### src/rtl/uart_rx_if.sv
// uart_rx_if: host-side bundle of the UART receiver.
//   rx_ack      consumer -> receiver, one-cycle acknowledge of the held byte
//   rx_data     last received byte
//   rx_ready    a byte is held and not yet acknowledged
//   parity_err  parity mismatch on the byte in rx_data
//   frame_err   stop bit sampled low on the byte in rx_data
//   overrun     sticky; a frame completed while rx_ready was already set
//   busy        receiver is mid-frame
// master = receiver side, slave = consumer side.
interface uart_rx_if;
  logic       rx_ack;
  logic [7:0] rx_data;
  logic       rx_ready;
  logic       parity_err;
  logic       frame_err;
  logic       overrun;
  logic       busy;

  modport master (
    input  rx_ack,
    output rx_data, rx_ready, parity_err, frame_err, overrun, busy
  );

  modport slave (
    output rx_ack,
    input  rx_data, rx_ready, parity_err, frame_err, overrun, busy
  );
endinterface

### src/rtl/uart_rx.sv
// uart_rx: mid-bit sampling serial receiver, start / 8 data LSB-first /
// optional parity / stop, with a ready/ack byte handshake.
// Build option: define UART_RX_PARITY_EN for the 11-bit frame with a parity
// bit; otherwise the frame is 10 bits and parity_err is tied low.
// Ports:
//   clk    system clock, rising edge
//   reset  asynchronous, active-low
//   rx     serial line (idles high, asynchronous to clk)
//   bus    uart_rx_if.master: rx_ack in; rx_data, rx_ready, parity_err,
//          frame_err, overrun, busy out
// Parameters: BIT_TIME clocks per bit (4..65535), PARITY_ODD (0 even, 1 odd).
module uart_rx #(
  parameter int BIT_TIME   = 5208,
  parameter bit PARITY_ODD = 1'b0
) (
  input  logic      clk,
  input  logic      reset,
  input  logic      rx,
  uart_rx_if.master bus
);
  typedef enum logic [2:0] {S_IDLE, S_START, S_DATA, S_PARITY, S_STOP} state_e;

  localparam logic [15:0] CNT_LAST = 16'(BIT_TIME - 1);
  localparam logic [15:0] CNT_HALF = 16'(BIT_TIME / 2 - 1);

  // [0],[1] synchronizer, [2] one-cycle delay for falling-edge detect
  logic [2:0]  sync_q, sync_d;
  state_e      state_q, state_d;
  logic [15:0] cnt_q, cnt_d;
  logic [2:0]  idx_q, idx_d;
  logic [7:0]  sh_q, sh_d;
  logic [7:0]  data_q, data_d;
  logic        ready_q, ready_d;
  logic        ferr_q, ferr_d;
  logic        ovr_q, ovr_d;
`ifdef UART_RX_PARITY_EN
  logic        par_q, par_d;
  logic        perr_q, perr_d;
`endif

  logic rx_s, rx_dly, cnt_last;
  assign rx_s     = sync_q[1];
  assign rx_dly   = sync_q[2];
  assign cnt_last = (cnt_q == CNT_LAST);
  assign sync_d   = {sync_q[1:0], rx};

  always_comb begin
    state_d = state_q;
    cnt_d   = cnt_last ? 16'd0 : cnt_q + 16'd1;
    idx_d   = idx_q;
    sh_d    = sh_q;
    data_d  = data_q;
    ready_d = ready_q;
    ferr_d  = ferr_q;
    ovr_d   = ovr_q;
`ifdef UART_RX_PARITY_EN
    par_d   = par_q;
    perr_d  = perr_q;
`endif

    if (bus.rx_ack && ready_q) begin
      ready_d = 1'b0;
      ovr_d   = 1'b0;
    end

    case (state_q)
      S_IDLE: begin
        cnt_d = 16'd0;
        // edge, not level: a line stuck low cannot start a new frame
        if (rx_dly && !rx_s) state_d = S_START;
      end
      S_START: begin
        if (cnt_q == CNT_HALF) begin
          if (rx_s) begin
            state_d = S_IDLE;          // start bit gone by mid-bit: glitch
          end else begin
            cnt_d   = 16'd0;           // re-phase so later samples land mid-bit
            idx_d   = 3'd0;
            state_d = S_DATA;
          end
        end
      end
      S_DATA: begin
        if (cnt_last) begin
          sh_d  = {rx_s, sh_q[7:1]};
          idx_d = idx_q + 3'd1;
`ifdef UART_RX_PARITY_EN
          if (idx_q == 3'd7) state_d = S_PARITY;
`else
          if (idx_q == 3'd7) state_d = S_STOP;
`endif
        end
      end
`ifdef UART_RX_PARITY_EN
      S_PARITY: begin
        if (cnt_last) begin
          par_d   = rx_s;
          state_d = S_STOP;
        end
      end
`endif
      S_STOP: begin
        if (cnt_last) begin
          // completion; leaving at mid-stop gives margin for the next start edge
          state_d = S_IDLE;
          data_d  = sh_q;
          ferr_d  = ~rx_s;
`ifdef UART_RX_PARITY_EN
          perr_d  = ^sh_q ^ par_q ^ PARITY_ODD;
`endif
          // an ack in this same cycle consumes the old byte, so no overrun
          if (ready_q && !bus.rx_ack) ovr_d = 1'b1;
          ready_d = 1'b1;
        end
      end
      default: state_d = S_IDLE;
    endcase
  end

  always_ff @(posedge clk or negedge reset) begin
    if (!reset) begin
      sync_q  <= 3'b111;
      state_q <= S_IDLE;
      cnt_q   <= 16'd0;
      idx_q   <= 3'd0;
      sh_q    <= 8'h00;
      data_q  <= 8'h00;
      ready_q <= 1'b0;
      ferr_q  <= 1'b0;
      ovr_q   <= 1'b0;
`ifdef UART_RX_PARITY_EN
      par_q   <= 1'b0;
      perr_q  <= 1'b0;
`endif
    end else begin
      sync_q  <= sync_d;
      state_q <= state_d;
      cnt_q   <= cnt_d;
      idx_q   <= idx_d;
      sh_q    <= sh_d;
      data_q  <= data_d;
      ready_q <= ready_d;
      ferr_q  <= ferr_d;
      ovr_q   <= ovr_d;
`ifdef UART_RX_PARITY_EN
      par_q   <= par_d;
      perr_q  <= perr_d;
`endif
    end
  end

  assign bus.rx_data   = data_q;
  assign bus.rx_ready  = ready_q;
  assign bus.frame_err = ferr_q;
  assign bus.overrun   = ovr_q;
  assign bus.busy      = (state_q != S_IDLE);
`ifdef UART_RX_PARITY_EN
  assign bus.parity_err = perr_q;
`else
  assign bus.parity_err = 1'b0;
  wire unused_parity_cfg = PARITY_ODD;
`endif
endmodule

### src/flat_wrapper.sv
// flat-port wrapper written by rule: the top's interface ports become plain ports
module uart_rx_flat 
#(
  parameter int BIT_TIME   = 5208,
  parameter bit PARITY_ODD = 1'b0
)
  (clk, reset, rx, bus_rx_ack, bus_rx_data, bus_rx_ready, bus_parity_err, bus_frame_err, bus_overrun, bus_busy);
  uart_rx_if bus_i ();
  input  logic clk;
  input  logic reset;
  input  logic rx;
  input wire logic [$bits(bus_i.rx_ack)-1:0] bus_rx_ack;
  output wire logic [$bits(bus_i.rx_data)-1:0] bus_rx_data;
  output wire logic [$bits(bus_i.rx_ready)-1:0] bus_rx_ready;
  output wire logic [$bits(bus_i.parity_err)-1:0] bus_parity_err;
  output wire logic [$bits(bus_i.frame_err)-1:0] bus_frame_err;
  output wire logic [$bits(bus_i.overrun)-1:0] bus_overrun;
  output wire logic [$bits(bus_i.busy)-1:0] bus_busy;
  assign bus_i.rx_ack = bus_rx_ack;
  assign bus_rx_data = bus_i.rx_data;
  assign bus_rx_ready = bus_i.rx_ready;
  assign bus_parity_err = bus_i.parity_err;
  assign bus_frame_err = bus_i.frame_err;
  assign bus_overrun = bus_i.overrun;
  assign bus_busy = bus_i.busy;
  uart_rx #(.BIT_TIME(BIT_TIME), .PARITY_ODD(PARITY_ODD)) u_core (.clk(clk), .reset(reset), .rx(rx), .bus(bus_i));
endmodule
### config.mk
export PLATFORM = sky130hd
export DESIGN_NAME = uart_rx_flat
export DESIGN_NICKNAME = d
export VERILOG_FILES = /design/src/rtl/uart_rx_if.sv /design/src/rtl/uart_rx.sv /design/src/flat_wrapper.sv
export SDC_FILE = /design/constraint.sdc
export NUM_CORES = 1
export LEC_CHECK = 0
export BUFFER_PORTS_ARGS = -buffer_cell sky130_fd_sc_hd__buf_2
export CORE_MARGIN = 1.5
export CORE_UTILIZATION = 35
export CTS_CLUSTER_DIAMETER = 200
export DETAILED_ROUTE_END_ITERATION = 10
export PLACE_DENSITY = 0.58
export SETUP_SLACK_MARGIN = 0.05
export SLEW_MARGIN = 20
export SYNTH_ARGS = -nofsm -noshare
export SYNTH_HDL_FRONTEND = slang
export SYNTH_SLANG_ARGS = --single-unit
### constraint.sdc
create_clock -name clk -period 1.9 [get_ports clk]
set_input_delay 0.285 -clock clk [delete_from_list [all_inputs] [get_ports clk]]
set_output_delay 0.285 -clock clk [all_outputs]
set_load 0.05 [all_outputs]
==> results by group <==
Floorplan
  • Core area: 0.005540 sq mm
  • Die footprint: 0.006235 sq mm
  • Die Y: 78.96 um
  • Die Wd: 78.96 um
  • Initial core utilization: 36.45%
  • Row Count: 27
  • Top Ports: 17

Synthesis
  • Yosys top cell by area: dfrtp_1
  • Dominant cells by area after synthesis: dfrtp_1 (51%), mux2_2 (6.7%), nor2_1 (4.8%), mux2_4 (4.5%), dfstp_2 (3.9%)
  • Mapped Cells: 170
  • Mean area per synthesized cell: 11.88 sq um
  • Synth Register Bits: 44
  • Async SR Flop Fraction: 100.0%
  • Synth cell types: 38
  • Count leader, synth: dfrtp_1
  • Post-synth top area share: 50.81%
  • Post-synth top cells: dfrtp_1 (41), nor2_1 (26), mux2_2 (12)
  • Cell Area, Synth: 0.002019 sq mm
  • Seq/Total Area, Yosys: 54.71%
  • EDFF count, synth: 0
  • YS warnings: 0
  • Mapped Nets: 177
  • Top_reg_cell synth: dfrtp_1

STA
  • RSZ-0062 raised after global routing: true
  • Worst-Margin Slew: 0.5124 ns
  • Max transition margin: 65.84%
  • Minimum clock period: 1.820 ns
  • Max Slew Vio Count: 0
  • Final Hold Slack: 0.08950 ns
  • Final Hold Violating Endpoints: 0
  • Skew final: 0.007063 ns
  • Setup TNS: 0 ns
  • Fin crit share: 95.77%
  • Max Freq: 549.5 MHz
  • # setup viols final: 0

Routing
  • Initial DRT Pass Iterations: 4
  • DR iter-0 viols: 42
  • DRC: 0
  • Vias: 1,338
  • Via density: 4.779
  • Final wirelength: 3.733 mm
  • Routed WL per cell: 13.33 um
  • Post-route ant nets: 0

Worst setup path
  • R2R setup slack: 0.08 ns
  • Critical Path End: u_core.bus.rx_data[6]$_DFFE_PN0P_
  • Setup Crit Path Kind: reg -> reg
  • Reg2reg start: u_core.cnt_q[1]$_DFF_PN0_
  • CP Launch Type: register
  • Critical Path End Type: register
  • Worst EP arrival: 2.00 ns
  • Critical path origin: u_core.cnt_q[1]$_DFF_PN0_
  • R2r endpoint: u_core.bus.rx_data[6]$_DFFE_PN0P_
  • Max Fanout on Critical Path: 12
  • Worst Path Required: 2.08 ns
  • Worst reg-to-reg path cell count: 5

Placed design
  • Port bufs: 15
  • Detailed Place HPWL: 2.589 mm
  • Gpl congestion: 0.8318
  • DP Area: 0.002330 sq mm

Final layout
  • Design area: 0.002464 sq mm
  • Area growth syn-to-layout: 21.99%
  • Fin nets: 214
  • Layout cell share with drive strength beyond 1: 33.65%
  • Ant diodes: 0

GRT
  • Vias in the first global route: 1,379
  • Pin count of the biggest net entering global routing: 25
  • First-pass GRT wire length: 6.444 mm
  • Initial antenna violation count: 0
  • GRT Residual Overflow: 0
  • GRT Total Usage: 13.36%

Clock network
  • Clock Sinks: 44
  • Max Root-Sink Buffers: 2
  • CTS tree: built
  • Clk slew on worst S/H paths: 0.09 ns
  • Later-pin clock latency in the skew report: 0.29 ns
  • Number of buffers created by CTS: 5
  • H-tree Lvls: 2
  • Clock root cell: clkbuf_8

Pwr
  • P_leak: 1.197 nW
  • Pwr/cell area: 824.4 mW/mm^2
  • Maximum vdd ir drop: 339.7 uV

Run
  • Max-Cap Viols: 0

Status
  • Outcome: complete, no violations

Hold path
  • Hold Startpoint: rx
  • HP Class: in -> reg
[routing by layer]
layer  track usage, %  share of wire, %
met4            5.439               1.3
met2            21.54                48
met3            3.103               3.0
met5                0                 0
met1            17.26                48
[worst max-delay path, stage by stage (launching register included)]
cell and delay (ns):
dfrtp_1 0.41, ha_4 0.15, nor4b_4 0.23, nand4_2 0.14, or3_4 0.45, mux2_4 0.32
[state kept, by name (all words and copies together), names as in the netlist, named ones only]
signal and count:
u_core.cnt_q 16, u_core.bus.rx_data 8, u_core.sh_q 8, u_core.idx_q 3, u_core.state_q 3, u_core.sync_q 3, u_core.bus.frame_err 1, u_core.bus.rx_ready 1
[report_power, final]
part / switching (mW) / total [mW] / internal (mW)
Sequential: 0.0717 / 1.07 / 0.995
Combinational: 0.173 / 0.344 / 0.171
Clock: 0.326 / 0.621 / 0.295
[cells in the final DEF (no fill, tap or decap), drive strengths merged, types with 2 or more instances in the layout]
| cell | count |
|---|---|
| dfrtp | 41 |
| buf | 33 |
| nor2 | 27 |
| mux2 | 18 |
| nand2 | 7 |
| nand3 | 7 |
| xnor2 | 7 |
| xor2 | 7 |
| inv | 6 |
| clkbuf | 6 |
| nor3 | 4 |
| and3 | 4 |
| nand4 | 4 |
| and4 | 3 |
| dfstp | 3 |
| ha | 3 |
| nand2b | 2 |
| nor4 | 2 |
| and4bb | 2 |
| nor3b | 2 |
| o21ai | 2 |
| nand3b | 2 |
| a2bb2oi | 2 |
| mux2i | 2 |
| clkinvlp | 2 |
| or3 | 2 |
[kinds of logic (layout without fill, tap and decap cells)]
logic type	count (synthesis)	after routing	share of synthesized area, %
other	1	1	0.1857
AO/OA/AOI/OAI	7	7	2.541
flip-flops	44	44	54.71
XOR/XNOR	14	14	6.072
AND/OR/NAND/NOR	71	71	20.01
multiplexers	20	20	12.14
adder cells (fa/ha/maj)	3	3	1.859
buffers and inverters	10	48	2.478
[cell type report]
cell class	instances	area, sq um
Fill cell	538	3077
Clock inverter	2	15.01
Inverter	6	22.52
Sequential cell	44	1105
Timing Repair Buffer	34	257.7
Multi-Input combinational cell	116	890.9
Tap cell	72	90.09
Clock buffer	6	82.58
[worst min-delay path by stage]
stage	to	slack [ns]	cells after the start
3_3_place_gp	u_core.bus.rx_data[4]$_DFFE_PN0P_	0.28	1
3_5_place_dp	async pin	0.29	1
5_1_grt	u_core.sync_q[0]$_DFF_PN1_	0.07	1
4_1_cts	u_core.sync_q[0]$_DFF_PN1_	0.08	1
2_1_floorplan	async pin	-0.01	0
6_report	u_core.sync_q[0]$_DFF_PN1_	0.09	1
[what timing repair did]
action / 4_1_cts / 5_1_grt
gates cloned: 0 / 0
resized for setup: 1 / 1
buffers inserted: 0 / 1
hold buffers: 1 / 0
pin swaps: 0 / 1
hold endpoints to repair: 18 / 0
endpoints found under the setup margin: 13 / 19
[stage by stage]
stage	setup slack, ns	power [mW]	utilization (%)	instances
6_report	0.08031	2.031	44.47	280
5_1_grt	0.007666	2.149	44.47	280
4_1_cts	0.05593	2.052	44.17	279
3_5_place_dp	0.06081	1.395	42.05	270
3_3_place_gp	0.08145	1.389	42.05	270
2_1_floorplan	-0.08510	1.241	-	170
No activity file was read; power rests on OpenSTA's default activity.
